`config.mk`:
```
export PLATFORM = sky130hd
export DESIGN_NAME = wash_sequencer
export DESIGN_NICKNAME = d
export VERILOG_FILES = /design/src/rtl/wash_sequencer.sv
export SDC_FILE = /design/constraint.sdc
export NUM_CORES = 1
export LEC_CHECK = 0
export BUFFER_PORTS_ARGS = -buffer_cell sky130_fd_sc_hd__clkbuf_2
export CELL_PAD_IN_SITES_DETAIL_PLACEMENT = 1
export CELL_PAD_IN_SITES_GLOBAL_PLACEMENT = 1
export CORE_MARGIN = 1
export CORE_UTILIZATION = 30
export CTS_CLUSTER_SIZE = 28
export DETAILED_ROUTE_END_ITERATION = 10
export PLACE_DENSITY = 0.7
export RECOVER_POWER = 100
export SYNTH_ARGS = -nofsm -noshare
export SYNTH_HDL_FRONTEND = slang
export SYNTH_SLANG_ARGS = --single-unit
```
`constraint.sdc`:
```
create_clock -name clk -period 2.6 [get_ports clk]
set_input_delay 0.52 -clock clk [delete_from_list [all_inputs] [get_ports clk]]
set_output_delay 0.52 -clock clk [all_outputs]
set_load 0.03 [all_outputs]
```
`src/rtl/wash_sequencer.sv`:
```
// Washing-machine cycle sequencer: fill, wash, drain, rinse, spin, with pause,
// cancel and door-fault handling. ctrl mirrors the state code; other outputs registered.
module wash_sequencer #(
  parameter int PRESCALE = 16,
  parameter int FILL_T   = 8,
  parameter int DRAIN_T  = 4,
  parameter int RINSE_T  = 6,
  parameter int SPIN_T   = 10
) (
  input  logic       clk,
  input  logic       rst,
  input  logic       start,
  input  logic       cancel,
  input  logic       pause,
  input  logic       door_closed,
  input  logic       water_full,
  input  logic [7:0] wash_time,
  output logic [2:0] ctrl,
  output logic [7:0] data_out,
  output logic       door_lock,
  output logic       busy,
  output logic       done,
  output logic       fault
);

  typedef enum logic [2:0] {
    S_IDLE  = 3'd0,
    S_FILL  = 3'd1,
    S_WASH  = 3'd2,
    S_DRAIN = 3'd3,
    S_RINSE = 3'd4,
    S_SPIN  = 3'd5,
    S_FAULT = 3'd6,
    S_DONE  = 3'd7
  } state_t;

  state_t     state, state_next;
  logic [7:0] psc, psc_next;
  logic [7:0] cnt, cnt_next;
  logic [7:0] wash_lat, wash_next;
  logic       abort, abort_next;
  logic       tick, expire, hold, advance;
  logic [7:0] data_out_d;
  logic       door_lock_d, busy_d, done_d, fault_d;

  function automatic logic [7:0] load_value(input state_t s, input logic [7:0] w);
    case (s)
      S_FILL:  return 8'(FILL_T);
      S_WASH:  return w;
      S_DRAIN: return 8'(DRAIN_T);
      S_RINSE: return 8'(RINSE_T);
      S_SPIN:  return 8'(SPIN_T);
      default: return 8'd0;
    endcase
  endfunction

  assign tick   = (psc == 8'(PRESCALE - 1));
  // A phase ends on the tick that takes the counter from 1 to 0; a zero load ends at once.
  assign expire = (cnt == 8'd0) || (tick && cnt == 8'd1);
  assign hold   = pause && (state inside {S_FILL, S_WASH, S_DRAIN, S_RINSE, S_SPIN});
  assign ctrl   = state;

  always_ff @(posedge clk or negedge rst) begin
    if (!rst) begin
      state     <= S_IDLE;
      psc       <= 8'd0;
      cnt       <= 8'd0;
      wash_lat  <= 8'd0;
      abort     <= 1'b0;
      data_out  <= 8'd0;
      door_lock <= 1'b0;
      busy      <= 1'b0;
      done      <= 1'b0;
      fault     <= 1'b0;
    end else begin
      // NOTE: non-blocking assignments so every register updates from pre-edge values.
      state     <= state_next;
      psc       <= psc_next;
      cnt       <= cnt_next;
      wash_lat  <= wash_next;
      abort     <= abort_next;
      data_out  <= data_out_d;
      door_lock <= door_lock_d;
      busy      <= busy_d;
      done      <= done_d;
      fault     <= fault_d;
    end
  end

  always_comb begin
    // NOTE: defaults first so no path leaves a variable unassigned (no latches).
    state_next = state;
    psc_next   = psc;
    cnt_next   = cnt;
    wash_next  = wash_lat;
    abort_next = abort;
    advance    = 1'b0;

    if (door_lock && !door_closed) begin
      state_next = S_FAULT;
    end else if (cancel && (state inside {S_FILL, S_WASH, S_RINSE, S_SPIN})) begin
      state_next = S_DRAIN;
      abort_next = 1'b1;
    end else if (!hold) begin
      case (state)
        S_IDLE: begin
          if (start && door_closed) begin
            state_next = S_FILL;
            wash_next  = wash_time;
            abort_next = 1'b0;
          end
        end
        S_FILL: begin
          if (water_full)  state_next = S_WASH;
          else if (expire) state_next = S_FAULT;
          else             advance    = 1'b1;
        end
        S_WASH: begin
          if (expire) state_next = S_DRAIN;
          else        advance    = 1'b1;
        end
        S_DRAIN: begin
          if (expire) state_next = abort ? S_IDLE : S_RINSE;
          else        advance    = 1'b1;
        end
        S_RINSE: begin
          if (expire) state_next = S_SPIN;
          else        advance    = 1'b1;
        end
        S_SPIN: begin
          if (expire) state_next = S_DONE;
          else        advance    = 1'b1;
        end
        S_DONE:  state_next = S_IDLE;
        S_FAULT: if (cancel) state_next = S_IDLE;
        default: state_next = S_IDLE;
      endcase
    end

    if (state_next != state) begin
      psc_next = 8'd0;
      cnt_next = load_value(state_next, wash_next);
    end else if (advance) begin
      psc_next = tick ? 8'd0 : psc + 8'd1;
      cnt_next = tick ? cnt - 8'd1 : cnt;
    end
  end

  always_comb begin
    data_out_d  = (state_next inside {S_WASH, S_DRAIN, S_RINSE, S_SPIN}) ? cnt_next : 8'd0;
    door_lock_d = state_next inside {S_FILL, S_WASH, S_DRAIN, S_RINSE, S_SPIN};
    busy_d      = (state_next != S_IDLE);
    done_d      = (state_next == S_DONE);
    fault_d     = (state_next == S_FAULT);
  end

endmodule

```
* Yosys cells after proc, flatten, opt, wreduce, memory -nomap -nowiden
Cells that the tools add are included. W data, S select, Z words.
Word-level totals: flip-flop bits (word level) 40, input bits 15, output and inout bits 15, word-level logic and storage cells 86
Operators by class: add/subtract/negate cells 2, equal/unequal tests 18, muxes and demuxes 36, bitwise gates (word level) 1, reductions and logical operators 19
Operators by type and width (count):
- $mux W8 | 12
- $pmux W8 S5 | 1
- $mux W3 | 12
- $eq A3 B3 Y1 const B | 8
- $pmux W3 S8 | 1
- $eq A3 B2 Y1 const B | 4
- $reduce_bool A5 Y1 | 2
- $mux W1 | 9
- $add A8 B1 Y8 const B | 1
- $eq A8 B1 Y1 const B | 1
- $eq A8 B4 Y1 const B | 1
- $logic_not A8 Y1 | 1
- $reduce_bool A4 Y1 | 2
- $sub A8 B1 Y8 const B | 1
- $eq A3 B1 Y1 const B | 2
- $reduce_bool A2 Y1 | 3
- $logic_and A1 B1 Y1 | 5
- $reduce_and A4 Y1 | 1
- $reduce_or A4 Y1 | 1
- $logic_not A3 Y1 | 1
- $ne A3 B3 Y1 | 1
- $reduce_bool A3 Y1 | 1
- $ne A2 B1 Y1 const B | 1
- $pmux W1 S2 | 1
- other kinds (3) | 3

* Logic depth before layout (Yosys ltp)
Gate-level depths: netlist of run 1.
depth after elaboration 13, mapped depth 11, mapped depth without buffers 9

* Worst setup path before layout of run 1
OpenSTA, ideal clock, no wires.
kind register to register, from register state[1] (netlist: ctrl[1]), to register cnt[1], library setup time 0.132 ns, arrival 2.362 ns, required time 2.468 ns, path slack 0.106 ns, stages on the path, launching flop included 12, path buffers 3, period minus slack after synthesis 2.494 ns, path through dfrtp_1 -> buf_2 -> buf_2 -> nand2_1 -> a31oi_1 -> o31a_1 -> inv_1 -> ha_1 -> buf_1 -> inv_1 -> o21ai_1 -> o22ai_1
Between the ends: cells in the longest elaborated chain, start to end 9, elaborated cells on any way between the ends 42, those cells by class eq/ne (13); mux (23); reduce/logical (6)
RTL lines:
- start: declaration | line 37 | state_t state, state_next;
- start signal: assignment | line 77 | state <= state_next;
- $eq A3 B1 Y1, or another cell as far along | line 60, 101, 105
- $reduce_bool A5 Y1 | line 60 | assign hold = pause && (state inside {S_FILL, S_WASH, S_DRAIN, S_RINSE, S_SPIN});
- $logic_and A1 B1 Y1 | line 60
- $mux W3 | line 104 | end else if (!hold) begin
- $mux W3 (*) | line 101 | end else if (cancel && (state inside {S_FILL, S_WASH, S_RINSE, S_SPIN})) begin
- $mux W3 (*) | line 99 | if (door_lock && !door_closed) begin
- named net state_next[2] | line 37
- $eq A3 B3 Y1, or another cell as far along | line 47 | case (s)
- $pmux W8 S5 | line 47
- $mux W8 (*) | line 140 | if (state_next != state) begin
- named net cnt_next[1] | line 39 | logic [7:0] cnt, cnt_next;
- end signal: assignment | line 79 | cnt <= cnt_next;
- end: declaration | line 39
The timed path passes the listed nets; every way through them passes the cells marked *. A chain may end at the register's enable or synchronous reset.

* Final worst setup path of run 1
from register psc[4], to register data_out[2]
Between the ends: cells in the longest elaborated chain, start to end 13, elaborated cells on any way between the ends 31, those cells by class eq/ne (7); mux (21); reduce/logical (3)
RTL lines:
- start: declaration | line 38 | logic [7:0] psc, psc_next;
- start signal: assignment | line 78 | psc <= psc_next;
- $eq A8 B4 Y1 (*) | line 57 | assign tick = (psc == 8'(PRESCALE - 1));
- $logic_and A1 B1 Y1 | line 59 | assign expire = (cnt == 8'd0) || (tick && cnt == 8'd1);
- $logic_or A1 B1 Y1 | line 59
- $mux W3 | line 115 | else if (expire) state_next = S_FAULT;
- $mux W3 | line 114 | if (water_full) state_next = S_WASH;
- $pmux W3 S8 | line 105 | case (state)
- $mux W3 | line 104
- $mux W3 | line 101
- $mux W3 | line 99
- $eq A3 B3 Y1, or another cell as far along | line 47, 150
- $pmux W8 S5 | line 47
- $mux W8 | line 140
- $mux W8 (*) | line 150 | data_out_d = (state_next inside {S_WASH, S_DRAIN, S_RINSE, S_SPIN}) ? cnt_next : 8'd0;
- named net data_out_d[2] | line 43 | logic [7:0] data_out_d;
- end signal: assignment | line 82 | data_out <= data_out_d;
- end: declaration | line 19 | output logic [7:0] data_out,
Marked as above.

==> results of run 1 <==
routing by layer:
| layer | vias to the layer above | GRT usage [%] | routed length (µm) |
|---|---|---|---|
| met2 | 26 | 25.52 | 2784 |
| met3 | 8 | 2.799 | 146 |
| met5 | - | 0 | 0 |
| met4 | 0 | 5.279 | 76 |
| met1 | 913 | 21.28 | 2733 |
| li1 | 886 | - | - |
registers in the layout, summed over array words and instances, names as in the netlist:
name       cells
abort          1
busy           1
cnt            8
ctrl           3
data_out       8
done           1
door_lock      1
fault          1
psc            8
wash_lat       8
logic make-up (layout without fill, tap and decap cells):
logic type | Yosys count | count (layout) | share of synthesized area (%)
DFF | 40 | 40 | 44.77
muxes | 11 | 11 | 5.428
xor gates and xnor gates | 13 | 13 | 5.092
and+or+nand+nor | 82 | 82 | 21.21
AOI/OAI and AO/OA | 47 | 47 | 16.90
buffers and inverters | 20 | 73 | 4.365
adders and majority gates | 4 | 4 | 2.238
layout by cell type, fill, tap and decap left out, types with 4 or more instances in the layout:
cell       n
nor2_1     8
clkbuf_2  15
ha_1       4
mux2_1     6
nor3_1     8
inv_1      9
nand4_1    5
nand3_1    5
clkbuf_1  15
xnor2_1    8
o21ai_0    8
xor2_1     5
buf_4     25
nand2b_1   4
a211oi_1   4
and2_1     6
a21oi_1    5
nand2_1   17
clkbuf_8   6
dfrtp_1   40
and3_1     5
nor2b_1    9
cell type report:
type / instances / area share (%)
multi-input combinational: 157 / 42.55
sequential: 40 / 36.25
inverter: 9 / 1.223
clock buffer: 6 / 2.990
tap: 99 / 4.486
clock inverter: 2 / 0.5437
timing repair buffer: 56 / 11.96
worst max-delay path by stage:
stage / startpoint / to
finish: psc[4] / data_out[2]
global route: psc[4] / data_out[0]
CTS: psc[0] / cnt[6]
detailed placement: cancel / data_out[0]
global placement: psc[0] / data_out[2]
floorplan: ctrl[1] / cnt[1]
where the power goes:
group / switching [W] / leakage [nW] / total (W) / internal, W
sequential: 0.000120 / 0.519 / 0.000942 / 0.000822
clock: 0.000237 / 0.0434 / 0.000452 / 0.000215
combinational: 0.00117 / 0.616 / 0.00194 / 0.000765
Yosys cell counts (4+ instances only):
cell type / instances / share of area, %
nor3_1: 8 / 1.8
nand2_1: 17 / 2.9
and2_1: 6 / 1.7
o21ai_0: 8 / 1.8
dfrtp_1: 40 / 45
and3_1: 5 / 1.4
nor2_1: 8 / 1.3
a211oi_1: 4 / 1.3
xor2_1: 5 / 2.0
xnor2_1: 8 / 3.1
nand3_1: 6 / 1.3
ha_1: 4 / 2.2
buf_4: 4 / 1.3
a21oi_1: 6 / 1.3
nand2b_1: 4 / 1.1
mux2_2: 9 / 4.5
nand4_1: 5 / 1.4
inv_1: 9 / 1.5
buf_2: 6 / 1.3
nor2b_1: 9 / 2.5
what timing repair did:
action | in CTS | in global routing
setup buffers | 0 | 6
gates resized for setup | 0 | 8
setup endpoints to repair | 0 | 16
stage by stage:
stage | worst slack [ps] | total power [W] | cells | setup TNS [ps] | hold slack [ps]
after floorplan | 106.2 | 0.002211 | 217 | 0 | 224.4
after global placement | 136.4 | 0.002766 | 355 | 0 | 485.1
after detailed placement | 28.49 | 0.002821 | 355 | 0 | 493.3
after CTS | 41.11 | 0.003290 | 363 | 0 | 286.8
after global routing | -19.24 | 0.003571 | 369 | -37.42 | 467.3
final | 103.0 | 0.003331 | 369 | 0 | 440.1
critical path: stages, from the launching register on:
cell and delay (ps):
dfrtp_1 460, nor4_4 410, a31oi_2 190, o31a_1 410, o211ai_2 290, buf_4 250
nor2b_1 70, a211oi_2 300
==> run metrics, run 1 <==
r2r worst-path depth=7; final core utilization=38.28%; GR Util All Layers=15.75%; Multi-input gate area=0.001175 mm²; Seq/Total Area, Yosys=44.77%; DR pass1 iterations=4; placement-stage cell area=0.002599 mm²; die area=0.007802 mm²; vias in the first global route=1,853; Post-Syn Area per Cell=10.30 µm²; input/output buffers=29; Clock transition at path regs=90 ps; Pleak=1.178 nW; worst-margin pin slew=993.7 ps; FF+latch count, synth=40; number of synthesized flops with an enable pin=0; Max Clk Rate=0.4005 GHz; critical path class=reg2reg; layout cell share with drive strength beyond 1=26.30%; Die X=88.33 µm; # DRC=0; Worst-Skew Late Latency=310 ps; H-tree Lvls=2; DP HPWL=4.208 mm; Max-Cap Viols=0; initial antenna violation count=0; vias per cell=4.967; core area=0.007214 mm²; remaining antenna violation count=0; cell count after synthesis=217; WL per Instance=15.56 µm; Synthesized Nets=236; Final Hold Viols=0; num rows=31; Req. time, crit path=2790 ps; Rel. slew slack=33.75%; CP Capture Type=register; Crit path arrival time=2680 ps; asr flop ratio synth=100.0%; Antenna diodes=0; outcome=finished, final reports clean; largest fanout on the critical path=11; # clock sinks=40; root buf cell=clkbuf_8; Iter 0 DRT Violations=59; area grow syn2layout=23.50%; Synth Cell Area=0.002236 mm²; Synth Flop Type=dfrtp_1; FF-to-FF Start=psc[4]; largest net degree at the start of global routing=41; maximum vdd drop=0.6267 mV; DR vias=1,833; Final period util=96.04%; Initial Utilization=30.99%; CTS tree=done; total CTS buffers=5; Layout Cell Area excl Fill=0.002761 mm²; power density cells=1206 mW/mm²; Filler cells=862; Worst Skew=14.55 ps; Crit Reg-Reg Endpoint=data_out[2]; Tmin final=2497 ps; setup violators final=0; R2R setup slack=100 ps; Seq. cell area=0.001001 mm²; NumNets Final=288; grt ovf=0; # IOs=30; synth unique cells=53; final WL=5.740 mm; first-pass GRT wire length=9.287 mm; crit start category=register; warning count from the yosys run=0; Max Root-Sink Buffers=2; Die Y-Extent=88.33 µm; RePlAce Congestion=0.8703; max-slew violation count=0; hold buffers post-CTS=0; min-delay worst type=in2async
Note: power is estimated with default switching activity, not from simulation.
==> run 2, diff against run 1 <==
Settings changed: PLACE_DENSITY 0.7 to 0.68.
Clock period 2.6 ns to 2.97 ns, I/O delays scaled along.
==> run 2 against run 1 <==
Against the previous run: the flow now finishes with violations (capacitance limit, slew limit); sequential share of layout area increased by 2.6 points; hold slack improved by 57 ps; first-iteration DRC count decreased by 15%; non-clock buffer count decreased by 20; clock skew decreased by 3.2 ps; critical path depth unchanged; routed wire length decreased by 8.3%; clock power about the same; total power decreased by 19%; via count decreased by 5.4%; critical endpoint unchanged; largest cell class unchanged; highest routed layer unchanged.
==> run metrics, run 2 (synthesis gave the netlist of run 1 again) <==
Pleak=1.080 nW; # clock sinks=40; Crit path arrival time=2970 ps; vias per cell=4.968; Die X=88.33 µm; Comb pwr share=51.9%; DR pass1 iterations=4; Setup TNS=0 ps; switching portion of total power=45.46%; Antenna diodes=0; RSZ-0062 raised after global routing=no; area grow syn2layout=15.28%; Req. time, crit path=3180 ps; DP HPWL=3.872 mm; r2r worst-path depth=7; Crit. Startpoint=ctrl[2]; Inst Count DP=341; Rel. slew slack=-46.04%; final std cells w/o fill=349; worst-margin pin slew=2191 ps; die area=0.007802 mm²; CP Capture Type=register; leading cell types in the layout, fill and taps excluded=dfrtp_1, nand2_1, clkbuf_1, clkbuf_2; largest fanout on the critical path=12; layout cell share with drive strength beyond 1=17.20%; WL per Instance=15.08 µm; commonest non-fill, non-tap cell in the layout=dfrtp_1; DR vias=1,734; Final period util=92.98%; RePlAce Congestion=0.8221; Die Y-Extent=88.33 µm; setup violators final=0; NumNets Final=268; Worst Skew=11.39 ps; Max Clk Rate=0.3621 GHz; final WL=5.263 mm; remaining antenna violation count=0; placement-stage cell area=0.002494 mm²; initial antenna violation count=0; total CTS buffers=5; H-tree Lvls=2; Tmin final=2762 ps; Worst-Skew Late Latency=300 ps; critical path class=reg2reg; min-delay worst type=reg2reg; Setup Buffers After CTS=0; GR Util All Layers=15.04%; hold buffers post-CTS=0; first-pass GRT wire length=8.970 mm; FF-to-FF Start=ctrl[2]; core area=0.007214 mm²; outcome=finished with violations; grt ovf=0; largest net degree at the start of global routing=41; num rows=31; Initial Utilization=30.99%; input/output buffers=29; CTS tree=done; Clock Power Share=16.8%; power density cells=1050 mW/mm²; Max-Cap Viols=1; root buf cell=clkbuf_8; CP Capture Point=data_out[2]; Switch Pwr=0.001230 W; Final Hold Viols=0; max-slew violation count=41; Max Root-Sink Buffers=2; Clock transition at path regs=90 ps; sequential power share=31.3%; R2R setup slack=210 ps; internal power=0.001475 W; Layout Cell Area excl Fill=0.002577 mm²; crit start category=register; post-CTS resize count=0; # DRC=0; Crit Reg-Reg Endpoint=data_out[2]; vias in the first global route=1,771; maximum vdd drop=0.3963 mV; Iter 0 DRT Violations=50; final core utilization=35.73%; failing checks=capacitance limit, slew limit; # IOs=30
==> run 2: cell count changes in the layout (fill, tap and decap cells not counted), sizes merged <==
cell      delta
clkinvlp     -1
bufinv       +1
inv          +1
buf         -20
clkbuf       -1
==> run 2: final cells by class <==
| cell class | instances | area (µm²) |
|---|---|---|
| well taps | 99 | 123.9 |
| repair buffers | 36 | 175.2 |
| flip-flops and latches | 40 | 1001 |
| clock inverters | 3 | 46.29 |
| multi-input cells | 157 | 1129 |
| fillers | 866 | 4637 |
| inverters | 9 | 33.78 |
| clock buffers | 5 | 68.82 |
==> run 2: layer usage <==
metal | routed length, µm | part of all wire (%) | up-vias | global-route usage, %
li1 | - | - | 843 | -
met1 | 2665 | 51 | 862 | 21.08
met2 | 2391 | 45 | 23 | 23.57
met3 | 149 | 2.8 | 6 | 2.892
met4 | 56 | 1.1 | 0 | 4.399
met5 | 0 | 0 | - | 0
==> run 2: power groups by stage <==
stage               registers [W]  clock network, W  logic (W)
finish                   0.000848          0.000454    0.00140
global route             0.000876          0.000494    0.00156
CTS                      0.000852          0.000473    0.00146
detailed placement       0.000862                 0    0.00145
global placement         0.000856                 0    0.00144
floorplan                0.000960                 0   0.000975
==> run 2: how the worst min path moves through the flow <==
| stage | startpoint | endpoint | depth (start not counted) |
|---|---|---|---|
| 2_1_floorplan | rst | abort | 0 |
| 3_3_place_gp | wash_lat[7] | wash_lat[7] | 1 |
| 3_5_place_dp | wash_lat[7] | wash_lat[7] | 1 |
| 4_1_cts | rst | wash_lat[5] | 1 |
| 5_1_grt | wash_lat[4] | wash_lat[4] | 1 |
| 6_report | wash_lat[3] | wash_lat[3] | 1 |
==> run 2: per-stage QoR <==
step | hold slack (ps) | total power (W) | setup WS (ps)
CTS | 487.6 | 0.002788 | 223.7
floorplan | 298.4 | 0.001936 | 476.2
detailed placement | 486.3 | 0.002312 | 199.8
global placement | 483.1 | 0.002299 | 159.8
finish | 497.5 | 0.002705 | 208.4
global route | 519.9 | 0.002935 | 25.38
==> run 2: critical path: stages (launching register included) <==
cell	delay, ps
dfrtp_1	550
o21ai_0	460
o32ai_2	260
a211oi_1	320
a32oi_2	240
and2_1	300
o31a_1	310
a211oi_2	240
